<file path="src/rtl/pipeline_issue_pkg.sv">
// Shared types and default widths for the pipeline issue block.
package pipeline_issue_pkg;

  localparam int DEFAULT_ADDRESS_WIDTH   = 16;
  localparam int DEFAULT_ID_WIDTH        = 3;
  localparam int DEFAULT_MAX_OUTSTANDING = 1 << DEFAULT_ID_WIDTH;

  // Issue control state: RUN accepts requests, DRAIN lets in-flight work finish.
  typedef enum logic {
    ISSUE_STATE_RUN   = 1'b0,
    ISSUE_STATE_DRAIN = 1'b1
  } issue_state_e;

endpackage

</file>
<file path="src/rtl/pipeline_issue_id_tracker.sv">
// Outstanding-ID bookkeeping: one busy bit per ID plus a running count.
// Retire and cancel only act on IDs whose bit is set, so stale frees are harmless.
module pipeline_issue_id_tracker
  import pipeline_issue_pkg::*;
#(
  parameter int ID_WIDTH = DEFAULT_ID_WIDTH
) (
  input  logic                clk,
  input  logic                reset_n,
  input  logic                i_alloc_valid,
  input  logic [ID_WIDTH-1:0] i_alloc_id,
  input  logic                i_retire_valid,
  input  logic [ID_WIDTH-1:0] i_retire_id,
  input  logic                i_cancel_valid,
  input  logic [ID_WIDTH-1:0] i_cancel_id,
  input  logic [ID_WIDTH-1:0] i_query_id,
  output logic                o_query_busy,
  output logic                o_cancel_hit,
  output logic [ID_WIDTH:0]   o_count
);

  localparam int NUM_IDS = 1 << ID_WIDTH;

  logic [NUM_IDS-1:0] r_bitmap;
  logic [NUM_IDS-1:0] w_bitmap_next;
  logic [ID_WIDTH:0]  r_count;
  logic               w_retire_hit;
  logic               w_cancel_hit;
  logic               w_same_id;
  logic [1:0]         w_free_cnt;

  assign w_retire_hit = i_retire_valid && r_bitmap[i_retire_id];
  assign w_cancel_hit = i_cancel_valid && r_bitmap[i_cancel_id];
  assign w_same_id    = w_retire_hit && w_cancel_hit && (i_retire_id == i_cancel_id);

  // A retire and cancel of the same ID frees it only once.
  assign w_free_cnt = w_same_id ? 2'd1 : (2'(w_retire_hit) + 2'(w_cancel_hit));

  // Allocation only targets a clear bit, so set and clear never collide on one ID.
  generate
    for (genvar gi = 0; gi < NUM_IDS; gi++) begin : g_bit
      assign w_bitmap_next[gi] =
          (i_alloc_valid && (i_alloc_id == ID_WIDTH'(gi))) ||
          (r_bitmap[gi] &&
           !(w_retire_hit && (i_retire_id == ID_WIDTH'(gi))) &&
           !(w_cancel_hit && (i_cancel_id == ID_WIDTH'(gi))));
    end
  endgenerate

  // Bitmap and count update together; the count is the bitmap population.
  always_ff @(posedge clk or negedge reset_n) begin
    if (!reset_n) begin
      r_bitmap <= '0;
      r_count  <= '0;
    end else begin
      r_bitmap <= w_bitmap_next;
      r_count  <= r_count + (ID_WIDTH+1)'(i_alloc_valid) - (ID_WIDTH+1)'(w_free_cnt);
    end
  end

  assign o_query_busy = r_bitmap[i_query_id];
  assign o_cancel_hit = w_cancel_hit;
  assign o_count      = r_count;

endmodule

</file>
<file path="src/rtl/pipeline_issue.sv">
// Head-of-pipeline issuer: tags accepted requests with in-order IDs, drives
// stage 0 under its stall, tracks IDs in flight and turns cancels into flushes.
module pipeline_issue
  import pipeline_issue_pkg::*;
#(
  parameter int ADDRESS_WIDTH   = DEFAULT_ADDRESS_WIDTH,
  parameter int ID_WIDTH        = DEFAULT_ID_WIDTH,
  parameter int MAX_OUTSTANDING = 1 << ID_WIDTH
) (
  input  logic                     clk,
  input  logic                     reset_n,
  input  logic                     req_valid,
  input  logic [ADDRESS_WIDTH-1:0] req_address,
  output logic                     req_ready,
  output logic [ADDRESS_WIDTH-1:0] out_address,
  output logic [ID_WIDTH-1:0]      out_id,
  output logic                     out_valid,
  input  logic                     in_stall,
  input  logic                     cancel_valid,
  input  logic [ID_WIDTH-1:0]      cancel_id,
  output logic                     out_flush,
  output logic [ID_WIDTH-1:0]      out_flush_id,
  input  logic                     retire_valid,
  input  logic [ID_WIDTH-1:0]      retire_id,
  input  logic                     drain,
  output logic                     drained,
  output logic [ID_WIDTH:0]        outstanding
);

  localparam logic [ID_WIDTH:0] MAX_CNT = (ID_WIDTH+1)'(MAX_OUTSTANDING);

  issue_state_e              r_state;
  issue_state_e              w_state_next;
  logic                      w_run;
  logic [ADDRESS_WIDTH-1:0]  r_out_address;
  logic [ID_WIDTH-1:0]       r_out_id;
  logic                      r_out_valid;
  logic                      r_flush;
  logic [ID_WIDTH-1:0]       r_flush_id;
  logic [ID_WIDTH-1:0]       r_next_id;
  logic                      r_drained;
  logic                      w_busy;
  logic                      w_cancel_hit;
  logic [ID_WIDTH:0]         w_count;
  logic                      w_can_alloc;
  logic                      w_accept;
  logic                      w_consume;
  logic                      w_kill;

  // State register for the run/drain control.
  always_ff @(posedge clk or negedge reset_n) begin
    if (!reset_n) r_state <= ISSUE_STATE_RUN;
    else          r_state <= w_state_next;
  end

  // Next-state: drain is a level, so the state simply follows it.
  always_comb begin
    w_state_next = r_state;
    case (r_state)
      ISSUE_STATE_RUN:   if (drain)  w_state_next = ISSUE_STATE_DRAIN;
      ISSUE_STATE_DRAIN: if (!drain) w_state_next = ISSUE_STATE_RUN;
      default:           w_state_next = ISSUE_STATE_RUN;
    endcase
  end

  // State outputs: new allocations only happen in RUN.
  always_comb begin
    w_run = (r_state == ISSUE_STATE_RUN);
  end

  // IDs are never skipped: a busy next_id blocks allocation until it frees.
  assign w_can_alloc = w_run && !w_busy && (w_count < MAX_CNT);
  assign req_ready   = reset_n && w_can_alloc && (!r_out_valid || !in_stall);
  assign w_accept    = req_valid && req_ready;
  assign w_consume   = r_out_valid && !in_stall;
  assign w_kill      = w_cancel_hit && r_out_valid && (cancel_id == r_out_id);

  pipeline_issue_id_tracker #(
    .ID_WIDTH(ID_WIDTH)
  ) u_id_tracker (
    .clk            (clk),
    .reset_n        (reset_n),
    .i_alloc_valid  (w_accept),
    .i_alloc_id     (r_next_id),
    .i_retire_valid (retire_valid),
    .i_retire_id    (retire_id),
    .i_cancel_valid (cancel_valid),
    .i_cancel_id    (cancel_id),
    .i_query_id     (r_next_id),
    .o_query_busy   (w_busy),
    .o_cancel_hit   (w_cancel_hit),
    .o_count        (w_count)
  );

  // Output beat register: load on accept, drop on cancel (even under stall) or consume.
  always_ff @(posedge clk or negedge reset_n) begin
    if (!reset_n) begin
      r_out_address <= '0;
      r_out_id      <= '0;
      r_out_valid   <= 1'b0;
      r_next_id     <= '0;
    end else begin
      if (w_accept) begin
        r_out_address <= req_address;
        r_out_id      <= r_next_id;
        r_out_valid   <= 1'b1;
        r_next_id     <= r_next_id + 1'b1;
      end else if (w_kill || w_consume) begin
        r_out_valid   <= 1'b0;
      end
    end
  end

  // One-cycle flush pulse for cancels that hit an outstanding ID; drained flag.
  always_ff @(posedge clk or negedge reset_n) begin
    if (!reset_n) begin
      r_flush    <= 1'b0;
      r_flush_id <= '0;
      r_drained  <= 1'b0;
    end else begin
      r_flush   <= w_cancel_hit;
      if (w_cancel_hit) r_flush_id <= cancel_id;
      r_drained <= (r_state == ISSUE_STATE_DRAIN) && (w_count == '0);
    end
  end

  assign out_address  = r_out_address;
  assign out_id       = r_out_id;
  assign out_valid    = r_out_valid;
  assign out_flush    = r_flush;
  assign out_flush_id = r_flush_id;
  assign drained      = r_drained;
  assign outstanding  = w_count;

endmodule

</file>
<file path="config.mk">
export PLATFORM = sky130hd
export DESIGN_NAME = pipeline_issue
export DESIGN_NICKNAME = d
export VERILOG_FILES = /design/src/rtl/pipeline_issue_pkg.sv /design/src/rtl/pipeline_issue_id_tracker.sv /design/src/rtl/pipeline_issue.sv
export SDC_FILE = /design/constraint.sdc
export NUM_CORES = 1
export LEC_CHECK = 0
export ABC_CLOCK_PERIOD_IN_PS = 3500
export CORE_AREA = 2 2 113 88
export CTS_CLUSTER_DIAMETER = 120
export CTS_CLUSTER_SIZE = 30
export DETAILED_ROUTE_END_ITERATION = 10
export DIE_AREA = 0 0 115 90
export SYNTH_ARGS = -nofsm -noshare
export SYNTH_HDL_FRONTEND = slang
export SYNTH_SLANG_ARGS = --single-unit
</file>
<file path="constraint.sdc">
create_clock -name clk -period 3.5 [get_ports clk]
set_clock_uncertainty 0.05 [all_clocks]
set_input_delay 0.7 -clock clk [delete_from_list [all_inputs] [get_ports clk]]
set_output_delay 0.7 -clock clk [all_outputs]
set_load 0.01 [all_outputs]
</file>
==> impl_results.md, run 1 <==
* Maximum buffer depth of the clock tree at 2
* Horizontal die dimension at 115 um
* Peak fanout along the critical path at 7
* Overall power at between 2 and 2.5 mW
* DRT iter0 DRCs at approximately 80
* Cell types with the largest area share after synthesis: dfrtp_1 45%, mux2_4 12%, ha_1 7.2%, a32o_1 3.5%, mux2_2 3.5%
* Most common library cell in the layout ignoring fill and taps: clkdlybuf4s50_1
* Worst setup path class: in -> reg
* Max H-tree Level at 2
* Worst-case reg-to-reg path depth at 10
* Area of the placeable core at 9310 sq um
* Congestion Overflow GR at 0
* Critical register-to-register path endpoint: u_id_tracker.o_count[2]$_DFF_PN0_
* TritonCTS clock tree: built
* Hold Path Depth at 1
* Y dimension of the die at 90 um
* Endpoint required time on the critical path at 3.61 ns
* Min-Delay Path Class: reg -> reg
* Warnings, synthesis at 0
* Syn Inst Count at about 180
* Hold Violations, Final at 0
* Pwr/cell area at 726 nW/um^2
* Type of origin of the critical path: input port
* Number of buffers added to fix hold violations after cts at 0
* GRT Resource Usage Total at 11.1%
* Remaining routing DRC violations at 0
* Layout cell share with drive strength beyond 1 at 23.2%
* Top library cells by usage in the layout, fill and taps aside: 55 x clkdlybuf4s50_1, 41 x dfrtp_1, 18 x mux2_4
* Startpoint of the worst register-to-register path: r_next_id[2]$_DFFE_PN0P_
* Routability cong. at 0.766
* Total of flip-flops plus latches after synthesis at 41
* Via Count at 1,650
* Reg clk slew, reported paths at about 0.060 ns
* Net count of the mapped netlist at 220
* Number of maximum-capacitance constraint violations at 0
* Source of the worst hold timing path: u_id_tracker.o_count[0]$_DFF_PN0_
* Placed inst area at between 3000 and 4000 sq um
* Share of Yosys cell area claimed by the top area cell type at 45.4%
* First-pass DRT Iterations at 4
* Cell area after layout at 3190 sq um
* Number of antenna-violating nets in the routed design at 0
* Number of rows in the core area at 31
* Kind of capture point of the worst setup path: register
* Number of antenna violations at the first check in global routing at 0
* Final setup violation count at 0
* Number of ports placed on the die boundary at 59
* Max Slew Vio Count at 0
* Mean cell area of the mapped netlist at 12.8 sq um
* Pin count of the biggest net entering global routing at 42
* Slack of the worst reg-to-reg path at 0.55 ns
* Async SR Flop Fraction at 100%
* Data arrival time at the worst-slack endpoint at 3.48 ns
* Vias in the first global route at 1,746
* Slew @ Worst Pin at 0.539 ns
* Number of diodes added for antenna fixing at 0
* Total of buffers placed on input and output ports at 58
* Total clock sinks at 41
* Number of distinct library cell variants in the gate-level netlist after synthesis at 38
* Period utilisation layout at 96.1%
* Clock root cell: clkbuf_16
* Area grow syn2layout at 40.9%
* Starting utilization of the core area at 24.3%
* Worst-case headroom to the max-slew limit at 64.1%
* Number of enable-type register cells in the synthesized netlist at 0
* Average wire length per cell after detail routing at roughly 15 um
* Hold endpoint: drained$_DFF_PN0_
* Buffers inserted by post-CTS timing repair at 0
* Highest clock rate at between 200 and 300 MHz
* Post-Syn Area at 2260 sq um
* Area enclosed by the die boundary at about 10,000 sq um
* Clock latency at the later pin of the worst-skew pair at 0.28 ns
* VDD IR-drop max at around 0.23 mV
* Main synth FF type: dfrtp_1
* Yosys top cell by area: dfrtp_1
* Shortest period the worst path allows at 3.36 ns
* Final routed wirelength across all metal layers at 5510 um
* Final HPWL DP at roughly 4000 um
* Share of the yosys chip area belonging to registers at 45.4%
* Result of the run: complete, no violations
* Total leakage power at roughly 1.4 nW
* Via count normalized by instance count at 4.52
* Global-route wire length before repair at 8950 um
* Net count reported at finish at 292
* Number of clock buffers inserted by TritonCTS at 5
* Fill cell total of the finished layout at 949
-- registers in the layout, indices dropped and copies added, names as in the netlist --
signal	cells
out_id	3
u_id_tracker.r_bitmap	8
u_id_tracker.o_count	4
out_flush	1
r_next_id	3
out_flush_id	3
out_address	16
out_valid	1
drained	1
r_state	1
-- how the worst max path moves through the flow --
stage,start,end,slack [ns],cells after the start
floorplan,retire_id[0],u_id_tracker.o_count[2]$_DFF_PN0_,0.20,12
global placement,cancel_id[0],u_id_tracker.o_count[1]$_DFF_PN0_,-0.19,12
detailed placement,cancel_id[0],u_id_tracker.o_count[2]$_DFF_PN0_,-0.22,12
CTS,cancel_id[0],u_id_tracker.o_count[2]$_DFF_PN0_,0.07,12
global route,cancel_id[1],u_id_tracker.o_count[2]$_DFF_PN0_,-0.01,13
finish,cancel_id[1],u_id_tracker.o_count[2]$_DFF_PN0_,0.14,13
-- layer usage --
metal  part of all wire, %  up-vias  global-route usage (%)
met5                     0        -                       0
met4                  0.35        0                    1.81
met3                   5.3        2                    3.24
met2                    45       45                    16.6
met1                    49      817                    16.0
li1                      -      786                       -
-- cell type report --
class / count / area (sq um) / share of cell area, %
Multi-Input combinational cell: 113 / 1120 / 35.2
Sequential cell: 41 / 1030 / 32.2
Timing Repair Buffer: 75 / 708 / 22.2
Tap cell: 115 / 144 / 4.51
Clock buffer: 6 / 129 / 4.04
Inverter: 13 / 48.8 / 1.53
Clock inverter: 2 / 10.0 / 0.314
-- synthesized netlist by cell type (3+ instances only) --
cell and n:
dfrtp_1 41, mux2_4 18, ha_1 13, inv_1 13, a32o_1 8, xnor2_1 8
mux2_2 7, clkbuf_1 6, nor2b_1 5, a21oi_1 4, nand2_1 4, nand3_1 4
nor3_1 4, nor3b_1 4, a31oi_1 3, mux2i_1 3, mux4_2 3, nand4_1 3
nor2_1 3
-- cell families after synthesis --
| logic type | after synthesis | share of synthesized area (%) |
|---|---|---|
| XOR/XNOR | 9 | 3.48 |
| AO/OA/AOI/OAI | 25 | 9.02 |
| adder cells (fa/ha/maj) | 14 | 8.08 |
| AND/OR/NAND/NOR | 34 | 8.57 |
| multiplexers | 31 | 19.7 |
| buffers and inverters | 23 | 5.75 |
| flip-flops | 41 | 45.4 |
-- critical path, cell delays in order --
cell and delay (ns):
clkdlybuf4s50_1 0.52, buf_4 0.17, mux4_2 0.32, nor2_2 0.13, nor3_1 0.09, ha_1 0.30
a41o_1 0.20, ha_1 0.27, inv_1 0.05, ha_1 0.16, inv_1 0.06, fa_1 0.37
xnor2_1 0.13
-- stage by stage --
stage               std cells  setup WS (ns)  hold slack, ns  util, %  TNS, ns
floorplan                 177          0.197           0.354        -        0
global placement          357         -0.186           0.418     32.5   -0.457
detailed placement        357         -0.220           0.423     32.5   -0.555
CTS                       365         0.0670           0.430     34.0        0
global route              365        -0.0148           0.456     34.2  -0.0174
finish                    365          0.135           0.417     34.2        0
-- where the power goes --
group	internal, mW	switching, mW	leakage (nW)
combinational	0.642	0.400	0.814
sequential	0.668	0.168	0.510
clock	0.262	0.176	0.0706
-- what timing repair did --
item / CTS / global route
resized for setup: 0 / 5
endpoints found under the setup margin: 0 / 3
hold endpoints to repair: 0 / 0
Power figures use the tool's default switching activity.
==> run 2, diff against run 1 <==
CELL_PAD_IN_SITES_DETAIL_PLACEMENT = 1   (was not set)
CELL_PAD_IN_SITES_GLOBAL_PLACEMENT = 2   (was not set)
PLACE_DENSITY_LB_ADDON = 0.1   (was not set)
SETUP_SLACK_MARGIN = 0.4   (was not set)
==> impl_results.md, run 2 (synthesis gave the netlist of run 1 again) <==
* Result of the run: complete, no violations
* Starting utilization of the core area at 24.3% (unchanged)
* Area enclosed by the die boundary at 10,400 sq um (unchanged)
* Number of diodes added for antenna fixing at 0 (unchanged)
* Highest clock rate at 334 MHz (+12%)
* Top library cells by usage in the layout, fill and taps aside: 52 x clkdlybuf4s50_1, 40 x dfrtp_1, 19 x mux2_4
* Period utilisation layout at 85.6% (-11 points)
* Number of ports placed on the die boundary at 59 (unchanged)
* Number of rows in the core area at 31 (unchanged)
* Fill cell total of the finished layout at 1,018 (+7.3%)
* Slew @ Worst Pin at 0.546 ns (+0.00710 ns)
* Area of the placeable core at 9310 sq um (unchanged)
* Y dimension of the die at 90 um (unchanged)
* Number of buffers added to fix hold violations after cts at 0 (unchanged)
* Total leakage power at 1.38 nW (-0.83%)
* Vias in the first global route at 1,778 (+1.8%)
* Worst setup path class: in -> reg
* First-pass DRT Iterations at 4 (unchanged)
* Final HPWL DP at 4580 um (+14%)
* DRT iter0 DRCs at 50 (-38%)
* Clock latency at the later pin of the worst-skew pair at 0.29 ns (about the same)
* Max H-tree Level at 2 (unchanged)
* Min-Delay Path Class: reg -> reg
* Congestion Overflow GR at 0 (unchanged)
* Pin count of the biggest net entering global routing at 42 (unchanged)
* Sum of negative setup slack at 0 ns (unchanged)
* Reg clk slew, reported paths at 0.06 ns (about the same)
* Final core utilization at 34.6% (+0.39 points)
* Most common library cell in the layout ignoring fill and taps: clkdlybuf4s50_1
* Endpoint required time on the critical path at 3.64 ns (+0.03 ns)
* Remaining routing DRC violations at 0 (unchanged)
* Slack of the critical path at 0.504 ns (+0.368 ns)
* Pwr/cell area at 760 nW/um^2 (+4.6%)
* Max Slew Vio Count at 0 (unchanged)
* Number of maximum-capacitance constraint violations at 0 (unchanged)
* Type of origin of the critical path: input port
* Setup repair after global routing missed its margin: yes
* Delay of the slowest cell on the worst path at 0.48 ns (-0.04 ns)
* Critical path cell sequence: dlygate4sd2_1 -> buf_6 -> mux4_2 -> nor2_4 -> nor3_2 -> ha_1 -> a41o_1 -> ha_1 -> inv_2 -> ha_4 -> inv_2 -> fa_1 -> inv_1
* Number of antenna-violating nets in the routed design at 0 (unchanged)
* Via count normalized by instance count at 4.45 (-1.5%)
* Buffers inserted by post-CTS timing repair at 0 (unchanged)
* Post-place setup slack at -0.238 ns (-0.0177 ns)
* Number of flip-flops in the largest register at 16 (unchanged)
* Area of the multi-input gates at 1150 sq um (+2.8%)
* Final setup violation count at 0 (unchanged)
* Total clock sinks at 41 (unchanged)
* Net count reported at finish at 290 (-0.68%)
* Peak fanout along the critical path at 4 (-3)
* Via Count at 1,616 (-2.1%)
* Shortest period the worst path allows at 3.00 ns (-0.368 ns)
* Final hold slack at 0.428 ns (+0.0107 ns)
* Maximum buffer depth of the clock tree at 2 (unchanged)
* GRT Resource Usage Total at 12.7% (+1.6 points)
* Hold Violations, Final at 0 (unchanged)
* Area grow syn2layout at 42.5%
* Cell area after layout at 3220 sq um (+1.1%)
* Flip-flop and latch area at 1030 sq um (+0.12%)
* Number of antenna violations at the first check in global routing at 0 (unchanged)
* Average wire length per cell after detail routing at 16.8 um (+11%)
* Clock root cell: clkbuf_16
* Final routed wirelength across all metal layers at 6090 um (+11%)
* Horizontal die dimension at 115 um (unchanged)
* Placed inst area at 3020 sq um (-0.25%)
* Global-route wire length before repair at 10,100 um (+13%)
* TritonCTS clock tree: built
* Layout cell share with drive strength beyond 1 at 26.2% (+3.0 points)
* Worst-case headroom to the max-slew limit at 63.6% (-0.47 points)
* Data arrival time at the worst-slack endpoint at 3.13 ns (-0.35 ns)
* Slowest stage cell, crit path: fa_1
* Routability cong. at 0.761 (-0.59%)
* Total of buffers placed on input and output ports at 58 (unchanged)
* Kind of capture point of the worst setup path: register
* VDD IR-drop max at 0.244 mV (+5.7%)
* Number of clock buffers inserted by TritonCTS at 5 (unchanged)
run 2: final cells by class:
type	instances	share of cell area (%)
Multi-Input combinational cell	113	35.8
Timing Repair Buffer	73	21.1
Clock inverter	3	1.44
Tap cell	115	4.46
Sequential cell	41	31.9
Clock buffer	5	3.88
Inverter	13	1.51
run 2: path summary, 6_finish.rpt:
| check | from | end | slack, ns | cells past startpoint |
|---|---|---|---|---|
| worst min register to register | u_id_tracker.o_count[1]$_DFF_PN0_ | drained$_DFF_PN0_ | 0.43 | 1 |
| min in group asynchronous | reset_n | out_address[1]$_DFFE_PN0P_ | 0.44 | 2 |
| worst min-delay path | u_id_tracker.o_count[1]$_DFF_PN0_ | drained$_DFF_PN0_ | 0.43 | 1 |
| worst max register to register | u_id_tracker.r_bitmap[7]$_DFF_PN0_ | u_id_tracker.o_count[1]$_DFF_PN0_ | 0.67 | 11 |
| max in group asynchronous | reset_n | r_next_id[2]$_DFFE_PN0P_ | 2.54 | 2 |
| worst max-delay path | cancel_id[1] | u_id_tracker.o_count[1]$_DFF_PN0_ | 0.50 | 13 |
run 2: routing by layer:
| metal | vias up | routed length, um | GRT usage (%) |
|---|---|---|---|
| met1 | 807 | 3140 | 18.9 |
| met2 | 25 | 2700 | 18.0 |
| met5 | - | 0 | 0 |
| met3 | 6 | 177 | 3.10 |
| li1 | 778 | - | - |
| met4 | 0 | 68 | 3.61 |
run 2: stage by stage:
stage	total power [mW]	cells
floorplan	1.41	177
global placement	1.92	355
detailed placement	1.92	355
CTS	2.49	363
global route	2.64	363
finish	2.45	363
run 2: what timing repair did:
| action | in CTS | in global routing |
|---|---|---|
| gates cloned | 0 | 0 |
| pin swaps | 1 | 2 |
| endpoints found under the setup margin | 4 | 4 |
| resized for setup | 15 | 6 |
run 2: worst max-delay path: cells and delay by family:
family	cells	cell delay (ns)
AO/OA/AOI/OAI	1	0.20
adder cells (fa/ha/maj)	4	1.18
buffers and inverters	5	0.55
multiplexers	1	0.33
AND/OR/NAND/NOR	2	0.18
run 2: power breakdown:
| group | internal (mW) | total (mW) | switching, mW |
|---|---|---|---|
| combinational | 0.654 | 1.07 | 0.413 |
| sequential | 0.668 | 0.840 | 0.172 |
| clock | 0.338 | 0.541 | 0.204 |
==> run 3, diff against run 2 <==
GPL_TIMING_DRIVEN = 0   (was not set)
==> impl_results.md, run 3 (synthesis gave the netlist of run 1 again) <==
* Delay of the slowest cell on the worst path at 0.55 ns (+0.07 ns)
* Via Count at 1,600 (-0.99%)
* Congestion Overflow GR at 0 (unchanged)
* Slowest stage cell, crit path: mux4_2
* Maximum buffer depth of the clock tree at 2 (unchanged)
* Pin count of the biggest net entering global routing at 24 (-43%)
* Endpoint required time on the critical path at 3.63 ns (about the same)
* Area enclosed by the die boundary at 10,400 sq um (unchanged)
* Type of origin of the critical path: input port
* Reg clk slew, reported paths at 0.06 ns (about the same)
* Slack of the worst reg-to-reg path at 0.58 ns (-0.09 ns)
* Flip-flop and latch area at 1030 sq um (-0.12%)
* Result of the run: complete, no violations
* Hold Violations, Final at 0 (unchanged)
* Number of ports placed on the die boundary at 59 (unchanged)
* Setup repair after global routing missed its margin: yes
* Total of buffers placed on input and output ports at 54 (-6.9%)
* Layout cell share with drive strength beyond 1 at 24.4% (-1.8 points)
* Top library cells by usage in the layout, fill and taps aside: 50 x clkdlybuf4s50_1, 41 x dfrtp_1, 19 x mux2_4
* Number of clock buffers inserted by TritonCTS at 5 (unchanged)
* DRT iter0 DRCs at 97 (+94%)
* Critical path cell sequence: buf_4 -> mux4_2 -> nor2_4 -> nor3_4 -> ha_1 -> a41o_1 -> ha_1 -> inv_1 -> ha_2 -> inv_2 -> fa_1 -> xnor2_1
* Via count normalized by instance count at 4.48 (+0.67%)
* Startpoint of the worst register-to-register path: r_next_id[2]$_DFFE_PN0P_
* Slew @ Worst Pin at 0.522 ns (-0.0233 ns)
* Critical register-to-register path endpoint: u_id_tracker.o_count[2]$_DFF_PN0_
* Comb power frac at 44.5% (+0.9 points)
* Clock root cell: clkbuf_16
* Worst-case reg-to-reg path depth at 12 (+1)
* Max Slew Vio Count at 0 (unchanged)
* Part of the power in registers at 33.3% (-1.0 points)
* Clock share of power at 22.2% (about the same)
* TritonCTS clock tree: built
* Gate family responsible for the most delay along the worst path: adder cells
* Number of buffers added to fix hold violations after cts at 0 (unchanged)
* Data arrival time at the worst-slack endpoint at 3.13 ns (about the same)
* Clock latency at the later pin of the worst-skew pair at 0.29 ns (about the same)
* Routability cong. at 0.741 (-2.7%)
* Net switching power of the design at 0.783 mW (-0.63%)
* Starting utilization of the core area at 24.3% (unchanged)
* Number of antenna violations at the first check in global routing at 0 (unchanged)
* Shortest period the worst path allows at 3.00 ns (+0.00249 ns)
* Max H-tree Level at 2 (unchanged)
* Y dimension of the die at 90 um (unchanged)
* Min-Delay Path Class: in -> async
* Final routed wirelength across all metal layers at 5850 um (-3.9%)
* Number of maximum-capacitance constraint violations at 0 (unchanged)
* Worst-case headroom to the max-slew limit at 65.2% (+1.6 points)
* Final HPWL DP at 4520 um (-1.4%)
* VDD IR-drop max at 0.224 mV (-8.3%)
* First-pass DRT Iterations at 4 (unchanged)
* Horizontal die dimension at 115 um (unchanged)
* Highest clock rate at 333 MHz (about the same)
* Remaining routing DRC violations at 0 (unchanged)
* Overall power at 2.47 mW (+0.99%)
* Peak fanout along the critical path at 5 (+1)
* Total clock sinks at 41 (unchanged)
* Vias in the first global route at 1,770 (-0.45%)
* Area of the multi-input gates at 1180 sq um (+2.1%)
* Most Frequent Cell on Critical Path: ha_1
* Area of the placeable core at 9310 sq um (unchanged)
* Pwr/cell area at 761 nW/um^2 (+0.14%)
* Design internal power at 1.69 mW (+1.8%)
* Worst setup path class: in -> reg
* Net count reported at finish at 284 (-2.1%)
* Fill cell total of the finished layout at 984 (-3.3%)
* Number of antenna-violating nets in the routed design at 0 (unchanged)
* Final setup violation count at 0 (unchanged)
* Final hold slack at 0.193 ns (-0.236 ns)
* Most common library cell in the layout ignoring fill and taps: clkdlybuf4s50_1
* Kind of capture point of the worst setup path: register
* Number of flip-flops in the largest register at 16 (unchanged)
* Number of diodes added for antenna fixing at 0 (unchanged)
* Global-route wire length before repair at 9790 um (-3.0%)
* GRT Resource Usage Total at 12.4% (-0.24 points)
* Area grow syn2layout at 43.8%
* Number of rows in the core area at 31 (unchanged)
* Total leakage power at 1.38 nW (-0.54%)
* Sw frac at 31.7% (-0.52 points)
* Average wire length per cell after detail routing at 16.4 um (-2.3%)
* Period utilisation layout at 85.7% (about the same)
* Buffers & Inverters on Critical Path at 3 (-2)
-- run 3: changes by cell type in the layout (fill, tap and decap cells not counted), moves of 2 or more --
| cell | delta |
|---|---|
| buf_12 | +3 |
| buf_2 | -2 |
| buf_4 | -10 |
| clkbuf_1 | +3 |
| clkdlybuf4s50_1 | -2 |
-- run 3: area by class of cell --
type                       instances  share of cell area, %
clock inverter                     2                   1.15
buffer                            10                   3.23
tap                              115                   4.42
timing repair buffer              57                   17.7
multi-input combinational        113                   36.2
inverter                          13                   1.50
clock buffer                       6                   4.27
sequential                        41                   31.6
-- run 3: worst max-delay path by stage --
stage                  from                           endpoint  slack, ns  depth (start not counted)
2_1_floorplan  retire_id[0]  u_id_tracker.o_count[2]$_DFF_PN0_       0.39                         12
3_3_place_gp        reset_n  u_id_tracker.o_count[2]$_DFF_PN0_      -1.48                         11
3_5_place_dp   cancel_id[1]  u_id_tracker.o_count[2]$_DFF_PN0_      -0.44                         12
4_1_cts        cancel_id[0]  u_id_tracker.o_count[2]$_DFF_PN0_       0.40                         12
5_1_grt        cancel_id[0]  u_id_tracker.o_count[2]$_DFF_PN0_       0.40                         12
6_report       cancel_id[0]  u_id_tracker.o_count[2]$_DFF_PN0_       0.50                         12
-- run 3: what timing repair did --
item,4_1_cts,5_1_grt
endpoints found under the setup margin,5,4
pin swaps,2,5
gates resized for setup,17,9
buffers inserted,1,1
-- run 3: metal layers --
| metal | GRT usage, % | share of wire (%) | wire length, um |
|---|---|---|---|
| met5 | 0 | 0 | 0 |
| met4 | 3.61 | 1.5 | 90 |
| met3 | 3.30 | 3.3 | 194 |
| met2 | 17.4 | 44 | 2560 |
| met1 | 18.6 | 51 | 3010 |
-- run 3: per-stage QoR --
stage / utilization (%) / area (sq um) / TNS (ns) / setup slack, ns / std cells
floorplan: - / 2290 / 0 / 0.389 / 177
global placement: 32.0 / 2980 / -23.27 / -1.48 / 346
detailed placement: 32.1 / 2990 / -1.22 / -0.443 / 347
CTS: 34.4 / 3200 / 0 / 0.403 / 356
global route: 34.9 / 3250 / 0 / 0.401 / 357
finish: 34.9 / 3250 / 0 / 0.501 / 357
-- run 3: worst register-to-register path, cell delays in order (launching register included) --
cell     delay (ns)
dfrtp_1        0.37
buf_4          0.20
mux2_2         0.36
o22ai_1        0.26
o311a_4        0.27
buf_6          0.18
inv_1          0.06
ha_1           0.28
inv_1          0.06
ha_2           0.18
inv_2          0.04
fa_1           0.38
xnor2_1        0.13
-- run 3: power by group through the flow --
stage,registers (mW),logic (mW),clock network (mW)
after CTS,0.824,1.10,0.574
after global routing,0.862,1.21,0.599
after detailed placement,0.828,1.08,0
final,0.823,1.10,0.550
after global placement,0.826,1.07,0
after floorplan,0.866,0.539,0
==> patch 1, RTL diff (config.mk and constraints of run 1) <==
Reset style: synchronous (`reset_n`), changed in 4 clocked blocks.
--- a/src/rtl/pipeline_issue_id_tracker.sv
+++ b/src/rtl/pipeline_issue_id_tracker.sv
@@ -48,7 +48,7 @@
   endgenerate
 
   // Bitmap and count update together; the count is the bitmap population.
-  always_ff @(posedge clk or negedge reset_n) begin
+  always_ff @(posedge clk) begin
     if (!reset_n) begin
       r_bitmap <= '0;
       r_count  <= '0;
--- a/src/rtl/pipeline_issue.sv
+++ b/src/rtl/pipeline_issue.sv
@@ -48,7 +48,7 @@
   logic                      w_kill;
 
   // State register for the run/drain control.
-  always_ff @(posedge clk or negedge reset_n) begin
+  always_ff @(posedge clk) begin
     if (!reset_n) r_state <= ISSUE_STATE_RUN;
     else          r_state <= w_state_next;
   end
@@ -93,7 +93,7 @@
   );
 
   // Output beat register: load on accept, drop on cancel (even under stall) or consume.
-  always_ff @(posedge clk or negedge reset_n) begin
+  always_ff @(posedge clk) begin
     if (!reset_n) begin
       r_out_address <= '0;
       r_out_id      <= '0;
@@ -112,7 +112,7 @@
   end
 
   // One-cycle flush pulse for cancels that hit an outstanding ID; drained flag.
-  always_ff @(posedge clk or negedge reset_n) begin
+  always_ff @(posedge clk) begin
     if (!reset_n) begin
       r_flush    <= 1'b0;
       r_flush_id <= '0;
Check against the original RTL: differs if reset_n is asserted again (counterexample within 4 cycles, from zero or initial values and one cycle with reset_n low); with reset_n held inactive, the same outputs for 4 cycles.
==> patch 1 against run 1 <==
- setup slack improved by 37 ps
- sequential cell count did not move
- cell area rose by 0.71%
- synthesized cell count rose by 38%
- routed wire length rose by 2.6%
- maximum frequency rose by 1.1%
- register-to-register slack improved by 90 ps
- non-clock buffer count fell by 3
- area after synthesis rose by 3.0%
Power is not compared: it rests on default switching activity, and its combinational part moved more than twofold at a synthesized area within 25%.
==> patch 1: results (changes against run 1) <==
Layout
  • Max reg flops: 16 (unchanged)
  • Nets: 352 (was 292)
  • Storage element area: 821 sq um (was 1030 sq um)
  • FILL cells: 967 (was 949)
  • Share of post-route cells with drive strength above 1: 12.6% (was 23.2%)
  • Antenna diode count: 0 (unchanged)

Critical path
  • R2R depth: 10 (unchanged)
  • Max incr delay on CP: 390 ps (was 520 ps)
  • CP max-delay cell: dlygate4sd2_1 (was clkdlybuf4s50_1)
  • Critical Path Sink: u_id_tracker.o_count[2]$_SDFF_PN0_ (was u_id_tracker.o_count[2]$_DFF_PN0_)
  • R2R Setup Slk: 640 ps (was 550 ps)
  • FF-to-FF Start: r_next_id[2]$_SDFFE_PN0P_ (was r_next_id[2]$_DFFE_PN0P_)
  • WP data arrival: 3450 ps (was 3480 ps)
  • R2r endpoint: u_id_tracker.o_count[2]$_SDFF_PN0_ (was u_id_tracker.o_count[2]$_DFF_PN0_)

Placed design
  • Placer Congestion: 0.822 (was 0.766)
  • PortBufs: 58 (unchanged)
  • Pre-CTS setup slack: -368 ps (was -220 ps)
  • Hpwl dp: 4100 microns (was 4030 microns)
  • Placed cell areas: 3070 sq um (was 3030 sq um)

Routing
  • Vias per cell: 4.54 (was 4.52)
  • DR pass1 iterations: 4 (unchanged)
  • Routed WL: 5650 microns (was 5510 microns)
  • Initial DRC Count: 78 (was 81)

Synth
  • Synth Net Count: 288 (was 220)
  • Synth cell count leaders: 41 x dfxtp_1, 34 x nand2_1, 30 x inv_1 (was 41 x dfrtp_1, 18 x mux2_4, 13 x ha_1, 13 x inv_1)
  • Ys Warns: 0 (unchanged)
  • Ys flop type: dfxtp_1 (was dfrtp_1)
  • Largest cells by area after synthesis: dfxtp_1 35%, mux2i_1 11%, ha_1 7.0%, nand2_1 5.5%, inv_1 4.8% (was dfrtp_1 45%, mux2_4 12%, ha_1 7.2%, a32o_1 3.5%, mux2_2 3.5%)
  • FFs w/ async S/R, synth: 0% (was 100%)
  • Synth cell types: 46 (was 38)
  • Sequential area share after synthesis: 35.2% (was 45.4%)

STA
  • FMAX: 301 MHz (was 297 MHz)
  • Actual slew at the worst max-slew pin: 603 ps (was 539 ps)
  • Slew Limit Fails: 0 (unchanged)

GRT
  • Largest net degree at the start of global routing: 45 (was 42)
  • GRT Total Usage: 11.2% (was 11.1%)
  • Vias in the first global route: 1,889 (was 1,746)
  • Global-route wire length before repair: 9230 microns (was 8950 microns)

Run status
  • Status: complete, no violations (unchanged)

Clocking
  • Root buf cell: clkbuf_16 (unchanged)
  • Clk Latency, worst-skew pair: 280 ps (about the same)

Hold path
  • HP Class: reg2reg (unchanged)
[patch 1: worst min-delay path by stage]
stage | cells past startpoint | end | from | slack [ps]
after detailed placement | 2 | out_flush_id[2]$_SDFFE_PN0P_ | out_flush_id[2]$_SDFFE_PN0P_ | 390
after floorplan | 2 | drained$_SDFF_PN0_ | r_state$_SDFF_PN0_ | 380
after CTS | 2 | out_flush_id[2]$_SDFFE_PN0P_ | out_flush_id[2]$_SDFFE_PN0P_ | 400
after global placement | 2 | out_flush_id[2]$_SDFFE_PN0P_ | out_flush_id[2]$_SDFFE_PN0P_ | 390
after global routing | 2 | out_flush_id[2]$_SDFFE_PN0P_ | out_flush_id[2]$_SDFFE_PN0P_ | 420
final | 2 | out_flush_id[2]$_SDFFE_PN0P_ | out_flush_id[2]$_SDFFE_PN0P_ | 400
[patch 1: timing repair]
item,in CTS,in global routing
hold buffers,0,0
setup endpoints to repair,2,2
pin swaps,0,0
resized for setup,1,2
cloned,0,0
[patch 1: stage by stage]
step	hold slack, ps	std cells	total power, uW
after floorplan	376	245	864
after global placement	387	417	1060
after detailed placement	393	417	1060
after CTS	401	425	1530
after global routing	424	425	1600
final	396	425	1500
[patch 1: power by group]
part	total [uW]	switching, uW	internal [uW]
clock	449	187	262
combinational	473	218	255
sequential	577	47.3	530
total	1500	452	1050
[patch 1: logic make-up (layout without fill, tap and decap cells)]
family | Yosys count | count (layout) | synth area share, %
flops | 41 | 41 | 35.2
fa+ha+maj | 14 | 14 | 7.84
simple gates | 78 | 78 | 18.1
xor+xnor | 8 | 8 | 3.01
mux | 32 | 32 | 15.2
buf+inv | 45 | 110 | 8.65
compound gates | 27 | 27 | 12.0
[patch 1: area by class of cell]
class                   instances  area share [%]
clock buffers                   6            4.01
multi-input cells             159            40.9
clock inverters                 2           0.312
repair buffers                 72            21.2
inverters                      30            3.51
flip-flops and latches         41            25.6
well taps                     115            4.48
[patch 1: layer usage]
layer | GRT usage (%) | vias up | wire [microns]
li1 | - | 962 | -
met1 | 16.1 | 916 | 2880
met2 | 16.4 | 47 | 2420
met3 | 3.37 | 5 | 309
met4 | 2.41 | 0 | 41
met5 | 0 | - | 0
[patch 1: worst max-delay path: cells and delay by family]
family | cells | cell delay [ps]
AOI/OAI and AO/OA | 1 | 200
xor gates and xnor gates | 1 | 160
muxes | 1 | 380
and+or+nand+nor | 3 | 420
adders and majority gates | 4 | 1070
buffers and inverters | 3 | 510
==> patch 2, RTL diff (settings of run 1) <==
Without the edit above. Change the package constant `DEFAULT_ADDRESS_WIDTH` from 16 to 17.
--- a/src/rtl/pipeline_issue_pkg.sv
+++ b/src/rtl/pipeline_issue_pkg.sv
@@ -1,7 +1,7 @@
 // Shared types and default widths for the pipeline issue block.
 package pipeline_issue_pkg;
 
-  localparam int DEFAULT_ADDRESS_WIDTH   = 16;
+  localparam int DEFAULT_ADDRESS_WIDTH   = 17;
   localparam int DEFAULT_ID_WIDTH        = 3;
   localparam int DEFAULT_MAX_OUTSTANDING = 1 << DEFAULT_ID_WIDTH;
 
Ports: changed (resized out_address and req_address); port bits go from 59 to 61. The function was not compared with the original's and may differ.
==> patch 2 against run 1 <==
- sequential cell count up 1
- setup slack better by 160 ps
- final cell count up 0.82%
- routed wire length down 1.7%
- first-iteration DRC count down 40%
- area after synthesis up 1.8%
- maximum frequency up 4.9%
- cell area up 1.4%
- die area unchanged
Power is not compared: it rests on default switching activity, and its combinational part moved more than twofold at a synthesized area within 25%.
==> patch 2: results (changes against run 1) <==
Clocking
  • Post-CTS setup buffer count: 0 (unchanged)
  • Clk Latency, worst-skew pair: 280 ps (about the same)
  • H-tree depth: 2 (unchanged)
  • # hold bufs at CTS: 0 (unchanged)
  • CTS max path bufs: 2 (unchanged)

Layout
  • Antenna diode count: 0 (unchanged)
  • Share of post-route cells with drive strength above 1: 23.3% (was 23.2%)
  • Nets: 296 (was 292)
  • Max reg flops: 17 (was 16)

Synth
  • Sequential area share after synthesis: 45.6% (was 45.4%)
  • Compound-Gate Fraction of Synth Area: 11.0% (was 9.02%)
  • Synth cell types: 41 (was 38)
  • Cells after Synth: 178 (was 177)
  • Mux share of post-synthesis cell area: 19.8% (was 19.7%)
  • Synth Net Count: 222 (was 220)
  • Adder-cell area share of the yosys netlist: 7.93% (was 8.08%)
  • Largest cells by area after synthesis: dfrtp_1 46%, mux2_4 12%, ha_1 7.1%, xnor2_1 3.0%, mux4_2 2.9% (was dfrtp_1 45%, mux2_4 12%, ha_1 7.2%, a32o_1 3.5%, mux2_2 3.5%)
  • Post-Synth XOR/XNOR Area: 3.42% (was 3.48%)
  • Synth cell count leaders: 42 x dfrtp_1, 18 x mux2_4, 15 x inv_1 (was 41 x dfrtp_1, 18 x mux2_4, 13 x ha_1, 13 x inv_1)
  • Ys Warns: 0 (unchanged)

Critical path
  • FF-to-FF Start: u_id_tracker.r_bitmap[0]$_DFF_PN0_ (was r_next_id[2]$_DFFE_PN0P_)
  • Critical Path Fanout Max: 5 (was 7)
  • WP data arrival: 3320 ps (was 3480 ps)
  • Worst setup path start: cancel_id[2] (was cancel_id[1])

Routing
  • Wire per inst: 14.7 microns (was 15.1 microns)
  • DR pass1 iterations: 5 (was 4)
  • Vias per cell: 4.52 (about the same)
  • Initial DRC Count: 49 (was 81)
  • Routed WL: 5410 microns (was 5510 microns)

Run status
  • Status: complete, no violations (unchanged)

GRT
  • GRT Total Usage: 10.8% (was 11.1%)
  • Initial antenna violation count: 0 (unchanged)
  • Vias in the first global route: 1,759 (was 1,746)
  • Largest net degree at the start of global routing: 43 (was 42)
  • Global-route wire length before repair: 8940 microns (was 8950 microns)

STA
  • Slew headroom: 63.4% (was 64.1%)

Placed design
  • PortBufs: 60 (was 58)
  • Hpwl dp: 4090 microns (was 4030 microns)
  • Placer Congestion: 0.861 (was 0.766)
  • Placed cell areas: 3080 sq um (was 3030 sq um)
  • Placed insts: 360 (was 357)

Hold path
  • Startpoint of the worst hold path: u_id_tracker.o_count[1]$_DFF_PN0_ (was u_id_tracker.o_count[0]$_DFF_PN0_)

Power and ir drop
  • VDD IR max: 0.171 mV
[patch 2: power by group]
group          total [uW]  internal [uW]  switching (uW)
combinational        76.6           43.2            33.4
sequential            486            486           0.302
clock                 468            283             185
[patch 2: cell type report]
class | count | area [sq um]
multi-input combinational | 112 | 1110
timing repair buffer | 76 | 723
clock buffer | 7 | 143
fill | 953 | 6080
tap | 115 | 144
clock inverter | 1 | 5.00
sequential | 42 | 1050
inverter | 15 | 56.3
[patch 2: cell families (layout without fill, tap and decap cells)]
| kind of cell | after synthesis | after routing |
|---|---|---|
| compound gates | 31 | 31 |
| xor+xnor | 9 | 9 |
| fa+ha+maj | 14 | 14 |
| buf+inv | 24 | 99 |
| flops | 42 | 42 |
| mux | 32 | 32 |
| simple gates | 26 | 26 |
[patch 2: path summary, 6_finish.rpt]
check	to	slack [ps]	cells after the start
max in group asynchronous	u_id_tracker.r_bitmap[4]$_DFF_PN0_	2550	2
min in group asynchronous	r_state$_DFF_PN0_	470	2
hold reg to reg	drained$_DFF_PN0_	420	1
setup reg to reg	u_id_tracker.o_count[2]$_DFF_PN0_	610	11
hold / removal	drained$_DFF_PN0_	420	1
setup / recovery	u_id_tracker.o_count[2]$_DFF_PN0_	290	13
[patch 2: layer usage]
metal	global-route usage (%)	up-vias	wire (microns)
met5	0	-	0
met4	0.904	0	0
met3	3.24	0	287
li1	-	780	-
met1	14.8	832	2550
met2	17.5	51	2570
[patch 2: metrics by stage]
stage	hold slack (ps)	worst slack [ps]
global placement	414	-221
floorplan	354	116
CTS	433	23.4
global route	453	83.3
finish	422	294
detailed placement	424	-264
[patch 2: critical path, cell delays in order]
cell,delay [ps]
clkdlybuf4s50_1,600
nand3b_1,140
o22ai_1,260
a31oi_2,70
inv_1,80
ha_1,220
a41o_1,200
ha_1,270
inv_1,60
ha_1,150
inv_1,50
fa_1,370
xnor2_1,130
